`config.mk`:
```
export PLATFORM = sky130hd
export DESIGN_NAME = hazard_detection_unit
export DESIGN_NICKNAME = d
export VERILOG_FILES = /design/src/rtl/hazard_detection_unit_pkg.sv /design/src/rtl/hazard_detection_unit_compare.sv /design/src/rtl/hazard_detection_unit.sv
export SDC_FILE = /design/constraint.sdc
export NUM_CORES = 1
export LEC_CHECK = 0
export ABC_AREA = 1
export CAP_MARGIN = 10
export CORE_UTILIZATION = 40
export CTS_CLUSTER_SIZE = 30
export DETAILED_ROUTE_END_ITERATION = 10
export PLACE_DENSITY = 0.65
export SLEW_MARGIN = 10
export SYNTH_ARGS = -nofsm -noshare
export SYNTH_HDL_FRONTEND = slang
export SYNTH_SLANG_ARGS = --single-unit
```
`constraint.sdc`:
```
create_clock -name Clk -period 2.7 [get_ports Clk]
set_input_delay 0.81 -clock Clk [delete_from_list [all_inputs] [get_ports Clk]]
set_output_delay 0.81 -clock Clk [all_outputs]
set_load 0.03 [all_outputs]
```
`src/rtl/hazard_detection_unit_pkg.sv`:
```
// Shared definitions for the ID-stage hazard detection unit.
// Holds the FSM state encoding, the MemRead "no load" encoding, the
// hard-wired zero register and the operand/destination match helper.
package hazard_detection_unit_pkg;

  typedef enum logic {
    ST_RUN   = 1'b0,
    ST_STALL = 1'b1
  } hdu_state_e;

  localparam logic [1:0] MEMREAD_NONE = 2'b00;
  localparam logic [4:0] REG_ZERO     = 5'd0;

  // An operand hazards against a destination only if the instruction
  // actually reads it and the destination is not $0 (writes to $0 vanish).
  function automatic logic reg_match(input logic       uses,
                                     input logic [4:0] src,
                                     input logic [4:0] dst);
    return uses && (src == dst) && (dst != REG_ZERO);
  endfunction

endpackage

```
`src/rtl/hazard_detection_unit_compare.sv`:
```
// hazard_compare: pure combinational classifier of ID-stage hazards.
// Ports: ID source fields/usage flags and branch flag, EX and MEM destination
//   and load info in; lu_o (load-use), be_o (branch on EX ALU result), bm_o (branch on MEM load) out.
module hazard_compare
  import hazard_detection_unit_pkg::*;
(
  input  logic [4:0] ifid_rs_i,
  input  logic [4:0] ifid_rt_i,
  input  logic       uses_rs_i,
  input  logic       uses_rt_i,
  input  logic       branch_op_i,
  input  logic [1:0] idex_memread_i,
  input  logic       idex_regwrite_i,
  input  logic [4:0] idex_writereg_i,
  input  logic [1:0] exmem_memread_i,
  input  logic [4:0] exmem_writereg_i,
  output logic       lu_o,
  output logic       be_o,
  output logic       bm_o
);

  logic match_ex;
  logic match_mem;

  assign match_ex  = reg_match(uses_rs_i, ifid_rs_i, idex_writereg_i) ||
                     reg_match(uses_rt_i, ifid_rt_i, idex_writereg_i);
  assign match_mem = reg_match(uses_rs_i, ifid_rs_i, exmem_writereg_i) ||
                     reg_match(uses_rt_i, ifid_rt_i, exmem_writereg_i);

  assign lu_o = (idex_memread_i != MEMREAD_NONE) && match_ex;
  // An ALU result in EX is not yet forwardable to the ID comparator.
  assign be_o = branch_op_i && idex_regwrite_i &&
                (idex_memread_i == MEMREAD_NONE) && match_ex;
  assign bm_o = branch_op_i && (exmem_memread_i != MEMREAD_NONE) && match_mem;

endmodule

```
`src/rtl/hazard_detection_unit.sv`:
```
// hazard_detection_unit: ID-stage stall/flush control with stall and flush counters.
// Ports: Clk/Rst, IF/ID source info, ID/EX and EX/MEM destination info, Hold in;
//   ControlMuxSignal, PCWrite, IFIDWrite, IFIDFlush (combinational), StallCount, FlushCount out.
module hazard_detection_unit
  import hazard_detection_unit_pkg::*;
#(
  parameter int CNT_W = 32
) (
  input  logic             Clk,
  input  logic             Rst,
  input  logic [4:0]       IFID_Rs,
  input  logic [4:0]       IFID_Rt,
  input  logic             ID_UsesRs,
  input  logic             ID_UsesRt,
  input  logic             ID_BranchOp,
  input  logic             ID_Taken,
  input  logic [1:0]       IDEX_MemRead,
  input  logic             IDEX_RegWrite,
  input  logic [4:0]       IDEX_WriteReg,
  input  logic [1:0]       EXMEM_MemRead,
  input  logic [4:0]       EXMEM_WriteReg,
  input  logic             Hold,
  output logic             ControlMuxSignal,
  output logic             PCWrite,
  output logic             IFIDWrite,
  output logic             IFIDFlush,
  output logic [CNT_W-1:0] StallCount,
  output logic [CNT_W-1:0] FlushCount
);

  hdu_state_e       state_q, state_d;
  logic [1:0]       rem_q, rem_d;
  logic [CNT_W-1:0] stall_cnt_q, flush_cnt_q;

  logic lu, be, bm;
  // Pre-reset-gating versions of the outputs; these also drive the
  // registered state so the reset net never enters a D path.
  logic cm_core, pcw_core, ifw_core, flush_core;

  hazard_compare u_cmp (
    .ifid_rs_i        (IFID_Rs),
    .ifid_rt_i        (IFID_Rt),
    .uses_rs_i        (ID_UsesRs),
    .uses_rt_i        (ID_UsesRt),
    .branch_op_i      (ID_BranchOp),
    .idex_memread_i   (IDEX_MemRead),
    .idex_regwrite_i  (IDEX_RegWrite),
    .idex_writereg_i  (IDEX_WriteReg),
    .exmem_memread_i  (EXMEM_MemRead),
    .exmem_writereg_i (EXMEM_WriteReg),
    .lu_o             (lu),
    .be_o             (be),
    .bm_o             (bm)
  );

  always_comb begin
    state_d    = state_q;
    rem_d      = rem_q;
    cm_core    = 1'b1;
    pcw_core   = 1'b1;
    ifw_core   = 1'b1;
    flush_core = 1'b0;
    if (Hold) begin
      // Freeze everything without injecting a bubble.
      pcw_core = 1'b0;
      ifw_core = 1'b0;
    end else if (state_q == ST_STALL) begin
      cm_core  = 1'b0;
      pcw_core = 1'b0;
      ifw_core = 1'b0;
      if (rem_q <= 2'd1) begin
        state_d = ST_RUN;
        rem_d   = 2'd0;
      end else begin
        rem_d = rem_q - 2'd1;
      end
    end else if (lu || be || bm) begin
      cm_core  = 1'b0;
      pcw_core = 1'b0;
      ifw_core = 1'b0;
      // A branch waiting on a load needs the value out of MEM: two bubbles.
      if (lu && ID_BranchOp) begin
        state_d = ST_STALL;
        rem_d   = 2'd1;
      end
    end else begin
      flush_core = ID_Taken;
    end
  end

  assign ControlMuxSignal = Rst & cm_core;
  assign PCWrite          = Rst & pcw_core;
  assign IFIDWrite        = Rst & ifw_core;
  assign IFIDFlush        = Rst & flush_core;
  assign StallCount       = stall_cnt_q;
  assign FlushCount       = flush_cnt_q;

  always_ff @(posedge Clk or negedge Rst) begin
    if (!Rst) begin
      state_q     <= ST_RUN;
      rem_q       <= 2'd0;
      stall_cnt_q <= '0;
      flush_cnt_q <= '0;
    end else begin
      state_q <= state_d;
      rem_q   <= rem_d;
      if (!cm_core && (stall_cnt_q != {CNT_W{1'b1}}))
        stall_cnt_q <= stall_cnt_q + CNT_W'(1);
      if (flush_core && (flush_cnt_q != {CNT_W{1'b1}}))
        flush_cnt_q <= flush_cnt_q + CNT_W'(1);
    end
  end

endmodule

```
# Word-level counts from Yosys, hierarchy flattened
# Cells that the tools add are included.
# word_totals
regBits	67
input_bits	32
out_inout_bits	68
elab_cells	63
# classes
add_sub_neg	3
n_lt_le_gt_ge	1
eq_ne	6
mux	15
n_bitwise	4
reduce_logical	30
# ops
operator	count
$add A32 B1 Y32 const B	2
$ne A32 B32 Y1 const B	2
$eq A5 B5 Y1	4
$logic_and A1 B1 Y1	17
$mux W1	11
$reduce_bool A5 Y1	2
$mux W2	4
$reduce_bool A2 Y1	4
$logic_or A1 B1 Y1	4
$and A1 B1 Y1	3
$reduce_and A3 Y1	1
$le A2 B1 Y1 const B	1
$logic_not A2 Y1	1
$sub A2 B1 Y2 const B	1
$logic_not A1 Y1	1
$not A1 Y1	1

# Depth between registers and ports, before layout
# Gate-level depths: netlist of the first run.
# depth
ltp_word	12
ltp_mapped	13

# Modules after synthesis
# Synthesis of the first run repeated with hierarchy kept, for this count alone.
# hier_totals
cells_unflattened	807
area_unflattened_um2	4922.2
# modules_own_cells
module	instances	cells_per_inst	area_per_inst_um2	seq_area_each_um2
hazard_detection_unit	1	715	4534.3	1676.6
hazard_compare	1	92	387.9	0.0

# Least setup slack after synthesis of the first run
# Ideal clock, no wire load.
# synth_path
kind	input port to output port
from	input EXMEM_WriteReg[0]
to	output PCWrite
arrival_ps	2099
required_time_ps	1890
setup_slack_ps	-209
cell_stages	8
path_buffers	1
cell_sequence	inv_1 nand4_1 o21ai_0 inv_1 nand2_1 nand4_1 nor2_1 buf_4
# synth_via
elab_chain_len	10
elab_cells_between_ends	14
# synth_rtl
element	line	source
start: declaration	hazard_detection_unit.sv:21	input logic [4:0] EXMEM_WriteReg,
$eq A5 B5 Y1	hazard_detection_unit_pkg.sv:19	return uses && (src == dst) && (dst != REG_ZERO);
$logic_and A1 B1 Y1 (2 in a row)	hazard_detection_unit_pkg.sv:19	
$logic_or A1 B1 Y1 *	hazard_detection_unit_compare.sv:27	assign match_mem = reg_match(uses_rs_i, ifid_rs_i, exmem_writereg_i) ||
$logic_and A1 B1 Y1 *	hazard_detection_unit_compare.sv:34	assign bm_o = branch_op_i && (exmem_memread_i != MEMREAD_NONE) && match_mem;
$logic_or A1 B1 Y1 *	hazard_detection_unit.sv:77	end else if (lu || be || bm) begin
$mux W1 * (3 in a row)	-	
$and A1 B1 Y1 *	-	
end: declaration	hazard_detection_unit.sv:24	output logic PCWrite,
# Every way passes the cells marked *; elsewhere a longest branch is shown, timed or not.

# Final worst setup path of the first run
# layout_path
from	input IFID_Rt[3]
to	output ControlMuxSignal
# layout_via
elab_chain_len	11
elab_cells_between_ends	17
# layout_rtl
element	line	source
start: declaration	hazard_detection_unit.sv:12	input logic [4:0] IFID_Rt,
$eq A5 B5 Y1	hazard_detection_unit_pkg.sv:19	
$logic_and A1 B1 Y1 (2 in a row)	hazard_detection_unit_pkg.sv:19	
$logic_or A1 B1 Y1	hazard_detection_unit_compare.sv:25	assign match_ex = reg_match(uses_rs_i, ifid_rs_i, idex_writereg_i) ||
$logic_and A1 B1 Y1 (on tied branches)	hazard_detection_unit_compare.sv:30, hazard_detection_unit_compare.sv:33	
$logic_or A1 B1 Y1	hazard_detection_unit.sv:77	
$logic_or A1 B1 Y1 *	hazard_detection_unit.sv:77	
$mux W1 *	hazard_detection_unit.sv:77	
$mux W1 *	hazard_detection_unit.sv:67	end else if (state_q == ST_STALL) begin
$mux W1 *	hazard_detection_unit.sv:63	if (Hold) begin
$and A1 B1 Y1 *	hazard_detection_unit.sv:91	assign ControlMuxSignal = Rst & cm_core;
end: declaration	hazard_detection_unit.sv:23	output logic ControlMuxSignal,
# Marked as above.

==> results of run 1 <==
[logic make-up after synthesis]
kind of cell               count (synthesis)  synth area share (%)
xor gates and xnor gates                  59                  10.8
buffers and inverters                     94                  8.89
AOI/OAI and AO/OA                         40                  4.20
DFF                                       67                  35.0
adders and majority gates                  2                 0.522
and+or+nand+nor                          436                  40.7
[power by group]
part	switching [mW]	leakage, nW	internal (mW)
Sequential	0.131	0.923	1.08
Clock	0.406	0.126	0.650
Combinational	0.536	2.01	0.407
Total	1.07	3.06	2.14
[sequential cells by signal, indices dropped and copies added, names as in the netlist]
name / cells
rem_q: 2
FlushCount: 32
state_q: 1
StallCount: 32
[per-stage QoR]
step	area [µm²]	TNS (ns)	utilization, %
floorplan	4800	-0.0736	-
global placement	5970	-3.08	51.6
detailed placement	5970	-4.29	51.6
CTS	6450	-0.0248	55.8
global route	6850	-1.61	59.2
finish	6850	-0.293	59.2
[placed cells by master (no fill, tap or decap), types with 2 or more instances in the layout]
cell,n
xor2_1,35
nand3_4,5
nand2_2,29
o21ai_2,2
clkbuf_8,2
nor2_2,11
inv_1,53
buf_4,34
buf_8,7
o21ai_1,21
nand3b_1,2
xnor2_1,24
nor2_1,51
inv_4,7
o21ai_0,14
ha_1,2
clkbuf_2,7
buf_6,19
clkbuf_16,13
nand4_4,2
nand4_1,18
buf_12,5
nor4_1,10
nand2_4,3
dfrtp_1,67
nand2_1,212
inv_6,3
nor3_1,26
nor2_4,10
nor3b_1,3
nand3_1,45
inv_2,11
nand3_2,5
clkdlybuf4s50_1,66
[final cells by class]
type                            instances  area (µm²)  share of cell area (%)
Clock buffer                           12         256                    3.75
Inverter                               75         319                    4.66
Tap cell                              143         179                    2.61
Multi-Input combinational cell        537        2930                    42.8
Timing Repair Buffer                  144        1490                    21.7
Sequential cell                        67        1680                    24.5
[per-layer routing]
| metal | GRT usage [%] | vias up |
|---|---|---|
| li1 | - | 2497 |
| met3 | 4.63 | 40 |
| met2 | 41.6 | 181 |
| met5 | 0 | - |
| met1 | 28.4 | 2377 |
| met4 | 9.28 | 0 |
[how the worst max path moves through the flow]
stage          slack (ns)  depth (start not counted)               end         startpoint
4_1_cts             -0.02                         11         IFIDFlush   IDEX_WriteReg[2]
3_5_place_dp        -0.48                         11         IFIDWrite  EXMEM_WriteReg[4]
3_3_place_gp        -0.47                         11           PCWrite  EXMEM_WriteReg[4]
6_report            -0.09                         13  ControlMuxSignal         IFID_Rt[3]
2_1_floorplan       -0.07                          8           PCWrite  EXMEM_WriteReg[0]
5_1_grt             -0.14                         10           PCWrite  EXMEM_WriteReg[3]
[timing repair]
action	CTS	global route
endpoints found under the setup margin	4	36
pin swaps	35	33
buffers inserted	22	4
cloned	0	6
resized for setup	165	95
hold buffers	0	0
[worst reg2reg max path, delay by kind of cell (launching register included)]
family                   cells  cell delay, ns
AND/OR/NAND/NOR              8            1.20
flip-flops                   1            0.45
adder cells (fa/ha/maj)      1            0.28
buffers and inverters        1            0.21
==> impl_metrics.yaml, run 1 <==
synth:
  syn_area_per_cell_um2: 6.87
  ys_types: 29
  synth-seq-cells: 67
  synth_top_area_share_pct: 35.0
  yosysMostFrequentCell: "nand2_1"
  synth.area.top_cells: "dfrtp_1 35%, nand2_1 19%, xor2_1 6.4%"
  synth.largest_area_cell: "dfrtp_1"
  netlist_instances: 698
  netlist_area_mm2: 0.00480
  yosys-top-cells-count: "243 x nand2_1, 75 x inv_1, 67 x dfrtp_1"
  syn-num-nets: 732
  synth-seq-area-share_pct: 35.0
  synth-main-ff-cell: "dfrtp_1"
  synth_edf_count: 0
  yosys_warnings: 0
  async_flop_share_pct: 100
die:
  die_w_um: 112
  ioPinCount: 100
  dieArea_mm2: 0.0124
  core-area_mm2: 0.0116
  floorplan.initialDensity_pct: 41.5
  die_y_um: 112
  rows: 39
timing:
  holdWs_ns: 0.529
  fin_crit_ns: 2.79
  fin_ws_ns: -0.0851
  hold_violations: 0
  maxSlewViolCount: 0
  setup_viol: 9
  fin_crit_sh_pct: 103
  relSlewSlack_pct: 41.2
  rsz0062_at_grt: "yes"
  fin_skew_ns: 0.00560
  max_freq_mhz: 359
  worst_pin_slew_ns: 0.882
drt:
  wl_met2_um: 7870
  wl_um: 15500
  ant_nets: 0
  drc: 8
  routedLengthMet1_um: 6320
  first_pass_iters: 10
  top_layer: "met4"
  drt-vias-per-instance: 5.21
  drt_iter0_markers: 299
  wl_per_cell_um: 15.8
  dr_wl_met3_um: 816
  routed-via-count: 5095
finish:
  n_fill_cell: 1046
  n_antenna_cell: 0
  finalNonFillerCells: 978
  synthToLayoutAreaGrowth_pct: 42.7
  final_layout_size_suffix_gt1_share_pct: 21.7
  nets: 868
placement:
  post-place-ws_ns: -0.485
  dp.cells: 936
  gp_congestion: 0.962
  dp_hpwl_um: 10200
  io_buffers: 99
worst_setup_path:
  path_class: "in -> out"
  critPathMostFrequentCell: "buf_6"
  arrival_ns: 1.98
  r2r_setup_slack_ns: 0.50
  crit_fanout: 3
  max_stage_delay_ns: 0.15
  r2r_cells: 10
  cp_slowest_cell: "nor2_2"
  cp_top_family: "simple AND/OR/NAND/NOR gates"
  required_ns: 1.89
  worst_setup_path_start_kind: "input port"
  cp_cell_sequence: "buf_6 -> inv_4 -> nand2_2 -> nand2_1 -> nor2_2 -> nand3_1 -> nand2_1 -> nand2_2 -> buf_4 -> buf_6 -> nand3_4 -> a21oi_2 -> buf_6"
  regToRegStartpoint: "FlushCount[0]$_DFFE_PN0P_"
  r2r-end: "FlushCount[13]$_DFFE_PN0P_"
  endpoint_kind: "output port"
  worst-path-buf-inv: 5
global_routing:
  antenna_found_initial: 0
  gr-total-overflow: 0
  grt_usage_pct: 23.6
  grt_max_degree: 68
  grt_pass1_vias: 4954
  grt_pass1_wl_um: 23700
cts:
  clockRootBuffer: "clkbuf_16"
  clock_latency_ns: 0.34
  cts_tree: "done"
  cts.clk_slew.worst_paths_ns: 0.05
  cts.path.max_buffers: 2
  htree_levels: 3
  cts_sinks: 67
  cts_made_buffers: 9
pwr:
  peakVddDrop_mv: 0.324
  fin_total_pwr_mw: 3.21
  p_leak_nw: 3.06
  power.density_mw_per_mm2: 469
min_path:
  holdPathStages: 2
  hp-class: "reg -> reg"
  worst_hold_path.endpoint: "rem_q[0]$_DFFE_PN0P_"
  hp-start: "rem_q[0]$_DFFE_PN0P_"
job:
  max-cap-violations: 0
outcome:
  status: "complete, but fails checks"
  violations: "DRC, setup timing"
(Power assumes the default switching activity.)
==> run 2, diff against run 1 <==
CELL_PAD_IN_SITES_DETAIL_PLACEMENT = 0   (was default)
CELL_PAD_IN_SITES_GLOBAL_PLACEMENT = 1   (was default)
PLACE_DENSITY = default   (was 0.65)
PLACE_DENSITY_LB_ADDON = 0.1   (was default)
==> run 2 against run 1 <==
The flow still finishes with violations (DRC, setup timing). Sequential share of layout area is 0.73 points higher. First-iteration DRC count unchanged. Count of clock-buffer cells in the layout up 1. Hold slack got worse by 0.0070 ns. Maximum frequency grew 1.8%. Combinational power shrank 9.2%. Non-clock buffer count is 18 lower. Total power is 4.2% higher. Critical endpoint is now IFIDFlush. Largest cell class unchanged. Largest power group is now the clock network.
==> impl_metrics.yaml, run 2 (synthesized netlist as in run 1, its figures left out) <==
pwr:
  p_seq_share_pct: 36.5
  peakVddDrop_mv: 0.362
  intPower_mw: 2.26
  power.density_mw_per_mm2: 503
  power.switching_mw: 1.08
  p_leak_nw: 2.99
  pwr-share-comb_pct: 25.6
  swShare_pct: 32.3
  fin_total_pwr_mw: 3.34
  pwr-share-clk_pct: 37.8
timing:
  setup_viol: 4
  rsz0062_at_grt: "yes"
  fin_ws_ns: -0.0353
  relSlewSlack_pct: 41.7
  worst_pin_slew_ns: 0.875
  fin_skew_ns: 0.0133
  max_freq_mhz: 366
  hold_violations: 0
  fin_crit_sh_pct: 101
  final.setup.tns_ns: -0.101
  holdWs_ns: 0.522
  fin_crit_ns: 2.74
  maxSlewViolCount: 0
drt:
  routed-via-count: 4949
  wl_per_cell_um: 14.8
  wl_met2_um: 6710
  drt_iter0_markers: 299
  wl_um: 14300
  dr_wl_met3_um: 750
  ant_nets: 0
  first_pass_iters: 10
  drt-vias-per-instance: 5.14
  drc: 4
  routedLengthMet1_um: 6510
  top_layer: "met4"
finish:
  fin_area_mm2: 0.00665
  final_layout_size_suffix_gt1_share_pct: 18.3
  nets: 850
  synthToLayoutAreaGrowth_pct: 38.6
  final_cell_mix: "209 x nand2_1, 67 x dfrtp_1, 66 x clkdlybuf4s50_1, 57 x nor2_1, 55 x inv_1"
  n_antenna_cell: 0
  final_common_cell: "nand2_1"
worst_setup_path:
  r2r_setup_slack_ns: 0.46
  arrival_ns: 1.93
  r2r-end: "FlushCount[5]$_DFFE_PN0P_"
  cp_top_family: "simple AND/OR/NAND/NOR gates"
  max_stage_delay_ns: 0.19
  endpoint_kind: "output port"
  r2r_cells: 10
  worst-path-buf-inv: 2
  required_ns: 1.89
  regToRegStartpoint: "FlushCount[1]$_DFFE_PN0P_"
  cp_slowest_cell: "nor3_4"
  worst_setup_path_start_kind: "input port"
  critPathMostFrequentCell: "nand3_2"
  path_class: "in -> out"
  crit_fanout: 4
  cp_cell_sequence: "buf_12 -> nor3_4 -> nand3_2 -> nand3_2 -> nand4_1 -> nor3_2 -> buf_4"
cts:
  cts_made_buffers: 9
  htree_levels: 3
  clockRootBuffer: "clkbuf_16"
  cts_tree: "done"
  cts.path.max_buffers: 2
  clock_latency_ns: 0.34
  cts_hold_buf: 0
  cts.clk_slew.worst_paths_ns: 0.05
  cts_sinks: 67
die:
  die_w_um: 112
  ioPinCount: 100
  floorplan.initialDensity_pct: 41.5
  die_y_um: 112
  rows: 39
  dieArea_mm2: 0.0124
  core-area_mm2: 0.0116
outcome:
  status: "complete, but fails checks"
  violations: "DRC, setup timing"
min_path:
  hp-start: "rem_q[1]$_DFFE_PN0P_"
  holdPathStages: 2
  worst_hold_path.endpoint: "rem_q[1]$_DFFE_PN0P_"
  hp-class: "reg -> reg"
global_routing:
  grt_pass1_wl_um: 22900
  antenna_found_initial: 0
  grt_usage_pct: 22.7
  grt_pass1_vias: 4613
  gr-total-overflow: 0
  grt_max_degree: 68
placement:
  io_buffers: 99
  dp_hpwl_um: 10100
  placed_area_mm2: 0.00596
  gp_congestion: 0.930
job:
  max-cap-violations: 0
[run 2: changes by cell type in the layout (fill, tap and decap cells not counted), moves of 3 or more]
cell,before,now
dlygate4sd2_1,0,3
nand2_1,212,209
buf_8,7,3
nand2_2,29,26
buf_2,1,5
buf_4,34,20
nor2_1,51,57
nor2_4,10,3
nand3_1,45,48
clkbuf_2,7,3
nand2_4,3,9
[run 2: worst max-delay path by stage]
stage / endpoint / startpoint / cells after the start / slack (ns)
final: IFIDFlush / IDEX_WriteReg[4] / 7 / -0.04
after global routing: ControlMuxSignal / IFID_Rt[3] / 13 / -0.12
after CTS: IFIDFlush / IFID_Rs[2] / 11 / -0.05
after detailed placement: IFIDFlush / IDEX_WriteReg[2] / 7 / -0.44
after global placement: IFIDWrite / IFID_Rt[3] / 11 / -0.38
after floorplan: PCWrite / EXMEM_WriteReg[0] / 8 / -0.07
[run 2: what timing repair did]
item	in CTS	in global routing
gates cloned	0	3
setup buffers	9	3
pin swaps	34	35
resized for setup	144	81
endpoints found under the setup margin	4	36
hold endpoints to repair	0	0
[run 2: stage by stage]
step	cells	util, %	setup slack [ns]
global route	963	57.5	-0.124
finish	963	57.5	-0.0353
CTS	959	54.9	-0.0520
detailed placement	935	51.5	-0.443
global placement	935	51.5	-0.384
floorplan	698	-	-0.0736
[run 2: routing by layer]
| metal | GRT usage [%] | up-vias |
|---|---|---|
| li1 | - | 2466 |
| met1 | 30.8 | 2305 |
| met2 | 36.4 | 153 |
| met3 | 3.81 | 25 |
| met4 | 8.20 | 0 |
| met5 | 0 | - |
[run 2: area by class of cell]
type                    count  area (µm²)
well taps                 143         179
inverters                  75         319
multi-input cells         537        2890
clock buffers              13         250
flip-flops and latches     67        1680
clock inverters             2        60.1
repair buffers            126        1270
fillers                  1131        4920
[run 2: tightest hold or removal path, delay by kind of cell, from the launching register on]
kind | cells | cell delay [ns]
flops | 1 | 0.37
simple gates | 1 | 0.04
buf+inv | 1 | 0.07
[run 2: power by group through the flow]
stage / clock (mW) / combinational (mW) / sequential (mW)
2_1_floorplan: 0 / 0.362 / 1.31
6_report: 1.27 / 0.856 / 1.22
5_1_grt: 1.32 / 0.937 / 1.24
4_1_cts: 1.28 / 0.775 / 1.21
3_5_place_dp: 0 / 0.761 / 1.23
3_3_place_gp: 0 / 0.749 / 1.23
==> run 3, diff against run 2 <==
CORE_UTILIZATION = 39   (was 40)
SYNTH_HIERARCHICAL = 1   (was default)
==> run 3 against run 2 <==
The flow finishes with violations (setup timing). Hold slack worse by 0.00093 ns. Clock skew fell by 0.0054 ns. Core utilization is 3.0 points lower. Synthesized cell count increased by 16%. Maximum frequency down 2.6%. Die area up 5.1%. Global-route usage rose by 1.0 points. Clock power down 5%. Synthesized area rose by 2.6%. Combinational power decreased by 30%. Critical path depth up 6. Wire length rose by 1.6%.
==> impl_metrics.yaml, run 3 <==
outcome:
  status: "complete, but fails checks"
  violations: "setup timing"
timing:
  final.setup.tns_ns: -0.297
  fin_crit_ns: 2.81
  fin_ws_ns: -0.108
  fin_crit_sh_pct: 104
  setup_viol: 4
  maxSlewViolCount: 0
  worst_pin_slew_ns: 0.893
  hold_violations: 0
  rsz0062_at_grt: "yes"
  fin_skew_ns: 0.00787
  relSlewSlack_pct: 40.5
  max_freq_mhz: 356
finish:
  synthToLayoutAreaGrowth_pct: 34.7
  final_layout_size_suffix_gt1_share_pct: 14.6
  n_antenna_cell: 0
  final_common_cell: "nand2_1"
  final_cell_mix: "367 x nand2_1, 116 x nor2_1, 67 x dfrtp_1, 67 x clkdlybuf4s50_1, 62 x inv_1"
  nets: 959
  n_fill_cell: 1249
placement:
  gp_congestion: 0.832
  post-place-ws_ns: -0.582
  dp_hpwl_um: 10800
  io_buffers: 99
synth:
  synth_top_area_share_pct: 34.1
  netlist_instances: 807
  syn-num-nets: 841
  yosys-top-cells-count: "383 x nand2_1, 125 x nor2_1, 75 x inv_1"
  yosys_warnings: 6
  synth_edf_count: 0
  netlist_area_mm2: 0.00492
  synth-main-ff-cell: "dfrtp_1"
  async_flop_share_pct: 100
  yosysMostFrequentCell: "nand2_1"
  synth-seq-cells: 67
  synth.largest_area_cell: "dfrtp_1"
  ys_types: 25
  synth-seq-area-share_pct: 34.1
  synth.area.top_cells: "dfrtp_1 34%, nand2_1 29%, nor2_1 9.5%"
  syn_area_per_cell_um2: 6.10
drt:
  ant_nets: 0
  first_pass_iters: 4
  drt-vias-per-instance: 4.80
  wl_per_cell_um: 13.2
  routed-via-count: 5270
  drc: 0
  wl_um: 14500
  drt_iter0_markers: 332
cts:
  clockRootBuffer: "clkbuf_16"
  htree_levels: 3
  cts.path.max_buffers: 2
  cts_tree: "done"
  cts.clk_slew.worst_paths_ns: 0.06
  clock_latency_ns: 0.35
  cts_sinks: 67
  cts_made_buffers: 9
worst_setup_path:
  endpoint_kind: "output port"
  worst_setup_path_start_kind: "input port"
  arrival_ns: 2.00
  required_ns: 1.89
  path_class: "in -> out"
  crit_fanout: 3
global_routing:
  grt_pass1_vias: 4942
  gr-total-overflow: 0
  antenna_found_initial: 0
  grt_usage_pct: 23.7
  grt_pass1_wl_um: 24100
  grt_max_degree: 68
die:
  dieArea_mm2: 0.0131
  ioPinCount: 100
  floorplan.initialDensity_pct: 40.5
  core-area_mm2: 0.0122
  die_w_um: 114
  die_y_um: 114
  rows: 40
min_path:
  hp-class: "reg -> reg"
pwr:
  p_leak_nw: 3.04
  fin_total_pwr_mw: 2.98
  peakVddDrop_mv: 0.367
  power.density_mw_per_mm2: 449
job:
  max-cap-violations: 0
-- run 3: cell count changes after synthesis, moves of 16 or more --
cell	delta
xor2_1	-18
o21ai_1	-20
nor3_1	-23
xnor2_1	-16
nand2_1	+140
nor2_1	+59
-- run 3: path summary, 6_finish.rpt --
kind	from	to	slack, ns	cells after the start
max	IFID_Rs[3]	IFIDFlush	-0.11	13
min	rem_q[1]$_DFFE_PN0P_	rem_q[1]$_DFFE_PN0P_	0.52	2
max reg2reg	FlushCount[1]$_DFFE_PN0P_	FlushCount[2]$_DFFE_PN0P_	0.74	10
min reg2reg	rem_q[1]$_DFFE_PN0P_	rem_q[1]$_DFFE_PN0P_	0.52	2
max in group asynchronous	Rst	StallCount[7]$_DFFE_PN0P_	1.43	2
min in group asynchronous	Rst	StallCount[25]$_DFFE_PN0P_	0.69	2
-- run 3: final cells by class --
class                           count  area, µm²  share of cell area (%)
Inverter                           82        335                    5.06
Multi-Input combinational cell    648       2950                    44.5
Clock inverter                      6       65.1                   0.981
Timing Repair Buffer              117       1150                    17.4
Clock buffer                       10        239                    3.60
Sequential cell                    67       1680                    25.3
Tap cell                          168        210                    3.17
-- run 3: worst max-delay path, cell delays in order --
cell,delay (ns)
buf_6,0.10
inv_1,0.04
nand2_1,0.07
nand2_2,0.07
nor2_2,0.03
nand3_1,0.07
nand2_1,0.08
nand2_2,0.10
nor2_2,0.05
nor2_2,0.15
nand4_1,0.17
nor2_4,0.12
buf_6,0.13
-- run 3: metrics by stage --
stage          util [%]  hold WS (ns)  cells  area (µm²)
2_1_floorplan         -         0.481    807        4940
3_3_place_gp       50.7         0.493   1079        6170
3_5_place_dp       50.7         0.509   1079        6170
4_1_cts            53.9         0.515   1099        6550
5_1_grt            54.5         0.552   1098        6630
6_report           54.5         0.521   1098        6630
-- run 3: cells by family (layout without fill, tap and decap cells) --
kind of cell	after synthesis	after routing	synth area share (%)
flip-flops	67	67	34.1
AO/OA/AOI/OAI	27	27	2.85
AND/OR/NAND/NOR	594	594	49.7
adder cells (fa/ha/maj)	2	2	0.508
XOR/XNOR	25	25	4.45
buffers and inverters	92	215	8.44
-- run 3: report_power, final --
part	internal (mW)	leakage, nW	switching (mW)
clock network	0.740	0.148	0.475
registers	1.07	0.923	0.0951
logic	0.250	1.97	0.351
-- run 3: repair_timing --
action                                  4_1_cts  5_1_grt
gates resized for setup                     152       31
pin swaps                                    32       25
hold endpoints to repair                      0        0
hold buffers                                  0        0
endpoints found under the setup margin        5        4
buffers inserted                              4        0
-- run 3: per-layer routing --
metal  vias up  wire length, µm  track usage (%)
li1       2705                -                -
met1      2420             7260             34.3
met2       126             6070             35.0
met3        19              921             4.76
met4         0              249             8.40
met5         -                0                0
